==> src/rtl/fb_write_arbiter_pkg.sv <==
// Shared frame-buffer constants, state/requester types and the pixel-to-word helpers.
package fb_pkg;

  localparam int unsigned H_RES          = 640;
  localparam int unsigned V_RES          = 480;
  localparam int unsigned WORDS_PER_LINE = 320;
  localparam int unsigned FB_WORDS       = 153600;
  localparam int unsigned PIX_ADDR_W     = 19;

  typedef enum logic [1:0] {IDLE, SERVE, CLEAR} fb_state_t;
  typedef enum logic {BLUE = 1'b0, RED = 1'b1} req_id_t;

  // Trails are 2 px wide, so both pixels of a word take the same colour.
  function automatic logic [15:0] pack_word(input logic [3:0] c);
    return {4'h0, c, 4'h0, c};
  endfunction

  function automatic logic [PIX_ADDR_W-1:0] pix_addr(input logic [9:0] x, input logic [9:0] y);
    logic [PIX_ADDR_W-1:0] yy;
    yy = PIX_ADDR_W'(y);
    return (yy << 8) + (yy << 6) + PIX_ADDR_W'(x >> 1);
  endfunction

endpackage

==> src/rtl/fb_write_arbiter_if.sv <==
// frameRAM write-port bundle: clear command, blue/red trail requests and the RAM write signals.
interface fb_write_arbiter_if #(parameter int unsigned ADDR_W = 19);

  logic              clear_start;
  logic              clear_busy;
  logic              blue_req;
  logic [9:0]        blue_x;
  logic [9:0]        blue_y;
  logic [3:0]        blue_color;
  logic              blue_ack;
  logic              red_req;
  logic [9:0]        red_x;
  logic [9:0]        red_y;
  logic [3:0]        red_color;
  logic              red_ack;
  logic              WE;
  logic [ADDR_W-1:0] write_address;
  logic [15:0]       Data_In;

  modport master (
    output clear_start, blue_req, blue_x, blue_y, blue_color,
           red_req, red_x, red_y, red_color,
    input  clear_busy, blue_ack, red_ack, WE, write_address, Data_In
  );

  modport slave (
    input  clear_start, blue_req, blue_x, blue_y, blue_color,
           red_req, red_x, red_y, red_color,
    output clear_busy, blue_ack, red_ack, WE, write_address, Data_In
  );

endinterface

==> src/rtl/fb_write_arbiter_clear_seq.sv <==
// Clear-sweep address generator. o_addr is the address to issue this cycle (0 on the start cycle);
// o_done flags the final address of the sweep.
module fb_clear_seq #(
  parameter int unsigned ADDR_W  = 19,
  parameter int unsigned N_WORDS = 153600
) (
  input  logic              i_clk,
  input  logic              i_rst_n,
  input  logic              i_start,
  output logic              o_busy,
  output logic [ADDR_W-1:0] o_addr,
  output logic              o_done
);

  localparam logic [ADDR_W-1:0] LAST = ADDR_W'(N_WORDS - 1);

  logic              r_busy;
  logic [ADDR_W-1:0] r_cnt;

  assign o_addr = i_start ? '0 : r_cnt;
  assign o_busy = i_start | r_busy;
  assign o_done = o_busy && (o_addr == LAST);

  always_ff @(posedge i_clk or negedge i_rst_n) begin
    if (!i_rst_n) begin
      r_busy <= 1'b0;
      r_cnt  <= '0;
    end else if (o_done) begin
      r_busy <= 1'b0;
      r_cnt  <= '0;
    end else if (o_busy) begin
      r_busy <= 1'b1;
      r_cnt  <= o_addr + 1'b1;
    end
  end

endmodule

==> src/rtl/fb_write_arbiter.sv <==
// frameRAM write-port owner: round-robin blue/red trail writes plus a full-screen clear sweep.
// Define FB_AUTO_CLEAR_EN to start a clear sweep automatically on the first edge after reset.
module fb_write_arbiter #(
  parameter int unsigned H_RES       = fb_pkg::H_RES,
  parameter int unsigned V_RES       = fb_pkg::V_RES,
  parameter int unsigned ADDR_W      = 19,
  parameter logic [3:0]  CLEAR_COLOR = 4'h8
) (
  input  logic               Clk,
  input  logic               Reset,
  fb_write_arbiter_if.slave  bus
);

  import fb_pkg::*;

  localparam int unsigned N_WORDS = (H_RES / 2) * V_RES;
  localparam logic [10:0] H_LIM   = 11'(H_RES);
  localparam logic [10:0] V_LIM   = 11'(V_RES);

  fb_state_t         r_state;
  req_id_t           r_rr_last;
  logic              r_we;
  logic [ADDR_W-1:0] r_addr;
  logic [15:0]       r_data;
  logic              r_blue_ack;
  logic              r_red_ack;
  logic              r_busy;

  logic              w_clear_req;
  logic              w_clear_go;
  logic              w_blue_elig;
  logic              w_red_elig;
  logic              w_grant;
  logic              w_pick_red;
  logic [9:0]        w_gx;
  logic [9:0]        w_gy;
  logic [3:0]        w_gc;
  logic              w_in_range;
  logic              w_seq_busy;
  logic [ADDR_W-1:0] w_seq_addr;
  logic              w_seq_done;

`ifdef FB_AUTO_CLEAR_EN
  logic r_auto;
  assign w_clear_req = bus.clear_start | r_auto;
`else
  assign w_clear_req = bus.clear_start;
`endif

  assign w_clear_go  = (r_state != CLEAR) && w_clear_req;

  // A requester acked this cycle is still holding its old pixel; keep it out of the race.
  assign w_blue_elig = bus.blue_req && !r_blue_ack;
  assign w_red_elig  = bus.red_req  && !r_red_ack;
  assign w_grant     = w_blue_elig || w_red_elig;
  assign w_pick_red  = w_red_elig && (!w_blue_elig || (r_rr_last == BLUE));

  assign w_gx        = w_pick_red ? bus.red_x     : bus.blue_x;
  assign w_gy        = w_pick_red ? bus.red_y     : bus.blue_y;
  assign w_gc        = w_pick_red ? bus.red_color : bus.blue_color;
  assign w_in_range  = ({1'b0, w_gx} < H_LIM) && ({1'b0, w_gy} < V_LIM);

  fb_clear_seq #(
    .ADDR_W  (ADDR_W),
    .N_WORDS (N_WORDS)
  ) u_clear_seq (
    .i_clk   (Clk),
    .i_rst_n (Reset),
    .i_start (w_clear_go),
    .o_busy  (w_seq_busy),
    .o_addr  (w_seq_addr),
    .o_done  (w_seq_done)
  );

  always_ff @(posedge Clk or negedge Reset) begin
    if (!Reset) begin
      r_state    <= IDLE;
      r_rr_last  <= RED;
      r_we       <= 1'b0;
      r_addr     <= '0;
      r_data     <= '0;
      r_blue_ack <= 1'b0;
      r_red_ack  <= 1'b0;
      r_busy     <= 1'b0;
`ifdef FB_AUTO_CLEAR_EN
      r_auto     <= 1'b1;
`endif
    end else begin
`ifdef FB_AUTO_CLEAR_EN
      r_auto     <= 1'b0;
`endif
      r_we       <= 1'b0;
      r_blue_ack <= 1'b0;
      r_red_ack  <= 1'b0;
      r_busy     <= 1'b0;
      if (r_state == CLEAR || w_clear_go) begin
        // Sweep write; clear_start during the sweep and pending requests are simply not looked at.
        r_we   <= w_seq_busy;
        r_busy <= w_seq_busy;
        r_addr <= w_seq_addr;
        r_data <= pack_word(CLEAR_COLOR);
        r_state <= w_seq_done ? IDLE : CLEAR;
      end else if (w_grant) begin
        r_blue_ack <= !w_pick_red;
        r_red_ack  <= w_pick_red;
        r_rr_last  <= w_pick_red ? RED : BLUE;
        if (w_in_range) begin
          r_we    <= 1'b1;
          r_addr  <= ADDR_W'(pix_addr(w_gx, w_gy));
          r_data  <= pack_word(w_gc);
          r_state <= SERVE;
        end else begin
          r_state <= IDLE;
        end
      end else begin
        r_state <= IDLE;
      end
    end
  end

  assign bus.WE            = r_we;
  assign bus.write_address = r_addr;
  assign bus.Data_In       = r_data;
  assign bus.blue_ack      = r_blue_ack;
  assign bus.red_ack       = r_red_ack;
  assign bus.clear_busy    = r_busy;

endmodule
==> src/flat_wrapper.sv <==
// flat-port wrapper written by rule: the top's interface ports become plain ports
module fb_write_arbiter_flat import fb_pkg::*;
#(
  parameter int unsigned H_RES       = fb_pkg::H_RES,
  parameter int unsigned V_RES       = fb_pkg::V_RES,
  parameter int unsigned ADDR_W      = 19,
  parameter logic [3:0]  CLEAR_COLOR = 4'h8
)
  (Clk, Reset, bus_clear_start, bus_blue_req, bus_blue_x, bus_blue_y, bus_blue_color, bus_red_req, bus_red_x, bus_red_y, bus_red_color, bus_clear_busy, bus_blue_ack, bus_red_ack, bus_WE, bus_write_address, bus_Data_In);
  fb_write_arbiter_if #(.ADDR_W(ADDR_W)) bus_i ();
  input  logic Clk;
  input  logic Reset;
  input wire logic [$bits(bus_i.clear_start)-1:0] bus_clear_start;
  input wire logic [$bits(bus_i.blue_req)-1:0] bus_blue_req;
  input wire logic [$bits(bus_i.blue_x)-1:0] bus_blue_x;
  input wire logic [$bits(bus_i.blue_y)-1:0] bus_blue_y;
  input wire logic [$bits(bus_i.blue_color)-1:0] bus_blue_color;
  input wire logic [$bits(bus_i.red_req)-1:0] bus_red_req;
  input wire logic [$bits(bus_i.red_x)-1:0] bus_red_x;
  input wire logic [$bits(bus_i.red_y)-1:0] bus_red_y;
  input wire logic [$bits(bus_i.red_color)-1:0] bus_red_color;
  output wire logic [$bits(bus_i.clear_busy)-1:0] bus_clear_busy;
  output wire logic [$bits(bus_i.blue_ack)-1:0] bus_blue_ack;
  output wire logic [$bits(bus_i.red_ack)-1:0] bus_red_ack;
  output wire logic [$bits(bus_i.WE)-1:0] bus_WE;
  output wire logic [$bits(bus_i.write_address)-1:0] bus_write_address;
  output wire logic [$bits(bus_i.Data_In)-1:0] bus_Data_In;
  assign bus_i.clear_start = bus_clear_start;
  assign bus_i.blue_req = bus_blue_req;
  assign bus_i.blue_x = bus_blue_x;
  assign bus_i.blue_y = bus_blue_y;
  assign bus_i.blue_color = bus_blue_color;
  assign bus_i.red_req = bus_red_req;
  assign bus_i.red_x = bus_red_x;
  assign bus_i.red_y = bus_red_y;
  assign bus_i.red_color = bus_red_color;
  assign bus_clear_busy = bus_i.clear_busy;
  assign bus_blue_ack = bus_i.blue_ack;
  assign bus_red_ack = bus_i.red_ack;
  assign bus_WE = bus_i.WE;
  assign bus_write_address = bus_i.write_address;
  assign bus_Data_In = bus_i.Data_In;
  fb_write_arbiter #(.H_RES(H_RES), .V_RES(V_RES), .ADDR_W(ADDR_W), .CLEAR_COLOR(CLEAR_COLOR)) u_core (.Clk(Clk), .Reset(Reset), .bus(bus_i));
endmodule
==> config.mk <==
export PLATFORM = sky130hd
export DESIGN_NAME = fb_write_arbiter_flat
export DESIGN_NICKNAME = d
export VERILOG_FILES = /design/src/rtl/fb_write_arbiter_pkg.sv /design/src/rtl/fb_write_arbiter_if.sv /design/src/rtl/fb_write_arbiter_clear_seq.sv /design/src/rtl/fb_write_arbiter.sv /design/src/flat_wrapper.sv
export SDC_FILE = /design/constraint.sdc
export NUM_CORES = 1
export LEC_CHECK = 0
export ABC_AREA = 1
export CAP_MARGIN = 20
export CORE_AREA = 2 2 97 99
export CTS_CLUSTER_SIZE = 8
export DETAILED_ROUTE_END_ITERATION = 10
export DIE_AREA = 0 0 99 101
export GPL_TIMING_DRIVEN = 0
export PLACE_DENSITY_LB_ADDON = 0.1
export RECOVER_POWER = 50
export SETUP_SLACK_MARGIN = 0.4
export SLEW_MARGIN = 15
export SYNTH_ARGS = -nofsm -noshare
export SYNTH_HDL_FRONTEND = slang
export SYNTH_HIERARCHICAL = 1
export SYNTH_SLANG_ARGS = --single-unit
==> constraint.sdc <==
create_clock -name Clk -period 2.8 [get_ports Clk]
set_input_delay 0.56 -clock Clk [delete_from_list [all_inputs] [get_ports Clk]]
set_output_delay 0.56 -clock Clk [all_outputs]
set_load 0.02 [all_outputs]
==> metrics.cfg <==
[floorplan]
start_util_pct=45.5
dieArea_sq_um=10000
rows=35
die_h_um=101
die_w_um=99
core_sq_um=8980
ios=92

[cells_and_area]
area_growth_pct=42.2
multiInputGateArea_sq_um=2810
antenna_cells=0
final_cell_mix=nand2_1, clkdlybuf4s50_1, inv_1, dfrtp_1, nand3_1
seqCellArea_sq_um=1250
fillers=785
nets=797
fin_area_sq_um=5810
fin_util_pct=64.7
fin_cells=834
final_common_cell=nand2_1
drive_gt1_share_pct=21.7

[pwr]
peakVddDrop_v=0.000327
powerDensity_nw_per_um2=504
power_frac_clock_pct=15.9
total_leakage_power_uw=0.00286
power_frac_seq_pct=31.8
internal_power_uw=1740
p_sw_uw=1190
power_frac_comb_pct=52.3
switching_share_pct=40.7

[drt]
ant_nets=0
via_per_inst=4.97
drt-total-wl_um=12000
firstDrtPassIters=4
drc=0
vias=4142
routedWlPerCell_um=14.4
drt_iter0_markers=147

[placed_design]
place_area_sq_um=5180
place_congestion=0.899
dp_hpwl_um=9060
port_buffers=81
dpl.cell_count=804

[yosys]
synth_xor_area_share_pct=2.14
synth-async-reset-ratio_pct=100
yosysUniqueCellTypes=37
synth_top_family_by_area=simple AND/OR/NAND/NOR gates
syn_area_sq_um=4090
yosys.area_share.adder_pct=6.92
synth_edf_count=0
netlist_instances=604
yosysSeqAreaShare_pct=30.7
synth_compound_area_share_pct=6.03
yosys_register_bits=50
synth_ff_type=dfrtp_1
synth.avg_cell_area_sq_um=6.76
synth_warnings=6
muxShareOfSynthArea_pct=0
synthSimpleGateAreaFrac_pct=42.4

[critical_path]
timing.rr.end=u_core/bus.write_address[13]
cp_cell_sequence=nand3_4 > nand2_8 > buf_6 > nand2_4 > nand2_4 > xnor2_2 > inv_2 > ha_4 > a21o_1 > ha_4 > nand2_2 > nor2_2 > nand2_1 > nand3_2 > xor2_1 > nand2_1 > nand2_1 > nand2_1 > nand2_1
slowest_stage=dfstp_2
crit_cells=19
rrSetupSlack_ps=100
cp_max_fo=6
endpoint=u_core/bus.write_address[13]
critical_path_buf_inv_count=2
required_ps=3050
r2r_cells=19
crit_path_start_kind=flop
critical_path_class=reg -> reg
arrival_ps=2950
slowest_delay_ps=570
path_delay_family=simple AND/OR/NAND/NOR gates
critPathMostFrequentCell=nand2_1
end_kind=flop
startpoint=u_core/r_rr_last
r2r_start=u_core/r_rr_last

[global_routing]
grt_pass1_wl_um=19000
grt_pass1_vias=4017
grt-ovfl-total=0
antenna_found_initial=0
gr-usage-all-layers_pct=23.6
grt_max_degree=27

[sta]
relSlewSlack_pct=5.98
fin_crit_ps=2700
finClkSkew_ps=9.67
setup_viol=0
finalHoldViolations=0
slew_violations=0
tightest_slew_ps=1410
tns_ps=0
fmaxAchievable_mhz=371
min_period_over_period_pct=96.3
rsz0062_at_grt=true

[flow_run]
maxCapViolCount=0

[clocking]
h-tree-depth=2
cts-root-buf=clkbuf_8
clkSlewWorstSetupHoldPaths_ps=100
tritoncts=yes
cts_buffers=5
cts.sinks=50
clock_path_buffers=2
insertion_delay_ps=310

[min_path]
hold_path_class=reg -> reg

[status]
status=finished clean

layout make-up:
type / instances / area share (%)
timing repair buffer: 104 / 17.1
clock inverter: 2 / 0.280
buffer: 30 / 4.39
clock buffer: 6 / 1.42
sequential: 50 / 21.6
multi-input combinational: 464 / 48.4
tap: 111 / 2.39
inverter: 67 / 4.52
synth_stat cells, types with 3 or more instances:
cell	n	area (sq um)
a21oi_1	8	40.0
buf_2	4	20.0
buf_4	14	105
buf_6	3	33.8
clkbuf_1	7	26.3
dfrtp_1	49	1230
ha_1	21	263
inv_1	64	240
nand2_1	227	852
nand2_2	8	50.1
nand2_4	4	45.0
nand3_1	58	290
nand3_2	3	30.0
nand3b_1	8	60.1
nand4_1	3	18.8
nor2_1	50	188
nor2_2	7	43.8
nor2_4	5	56.3
o21ai_0	25	125
o21ai_1	5	25.0
o22ai_1	4	25.0
xnor2_1	4	35.0
xor2_1	6	52.6
worst min path at each step:
stage / startpoint / endpoint / slack (ps) / cells after the start
CTS: Reset / u_core/u_clear_seq/r_cnt[17] / 250 / 1
detailed placement: u_core/bus.write_address[15] / u_core/bus.write_address[15] / 500 / 2
global route: u_core/bus.write_address[15] / u_core/bus.write_address[15] / 550 / 2
finish: u_core/bus.write_address[17] / u_core/bus.write_address[17] / 520 / 2
global placement: u_core/bus.write_address[18] / u_core/bus.write_address[18] / 490 / 2
floorplan: Reset / u_core/bus.Data_In[10] / 260 / 0
cell families after synthesis:
group | Yosys count
buf+inv | 97
simple gates | 378
other cells | 1
compound gates | 46
fa+ha+maj | 22
flops | 50
xor+xnor | 10
through the flow:
step	hold WS, ps	power, uW	worst slack (ps)
6_report	516	2930	104
3_5_place_dp	497	2170	-930
2_1_floorplan	264	1780	35.3
3_3_place_gp	490	2140	-867
4_1_cts	253	2800	75.1
5_1_grt	554	3140	-41.1
timing repair:
item	4_1_cts	5_1_grt
endpoints found under the setup margin	27	23
hold buffers	0	0
setup buffers	16	6
gates resized for setup	44	38
pin swaps	22	29
per-layer routing:
metal	wire length, um	vias to the layer above	part of all wire, %	global-route usage, %
met5	0	-	0	0
met4	84	0	0.70	5.58
met3	470	10	3.9	2.98
met2	6080	76	51	42.9
met1	5340	1948	45	29.8
li1	-	2108	-	-
sequential cells by signal (all words and copies together), names as in the netlist:
register,flops
u_core/r_state,2
u_core/bus.red_ack,1
u_core/r_rr_last,1
u_core/bus.WE,1
u_core/bus.write_address,19
u_core/bus.clear_busy,1
u_core/bus.blue_ack,1
u_core/bus.Data_In,4
u_core/u_clear_seq/r_busy,1
u_core/u_clear_seq/r_cnt,19
power by group through the flow:
stage                     Combinational (uW)  Clock (uW)  Sequential, uW
after global placement                  1200           0             941
after floorplan                          780           0             997
after global routing                    1690         506             943
after CTS                               1390         473             930
after detailed placement                1230           0             945
final                                   1530         466             930
worst register-to-register path: stages (launching register included):
cell	delay [ps]
dfstp_2	570
nand3_4	120
nand2_8	140
buf_6	130
nand2_4	50
nand2_4	80
xnor2_2	120
inv_2	60
ha_4	150
a21o_1	170
ha_4	320
nand2_2	70
nor2_2	100
nand2_1	70
nand3_2	80
xor2_1	150
nand2_1	100
nand2_1	90
nand2_1	50
nand2_1	60
No activity file was read; power rests on OpenSTA's default activity.
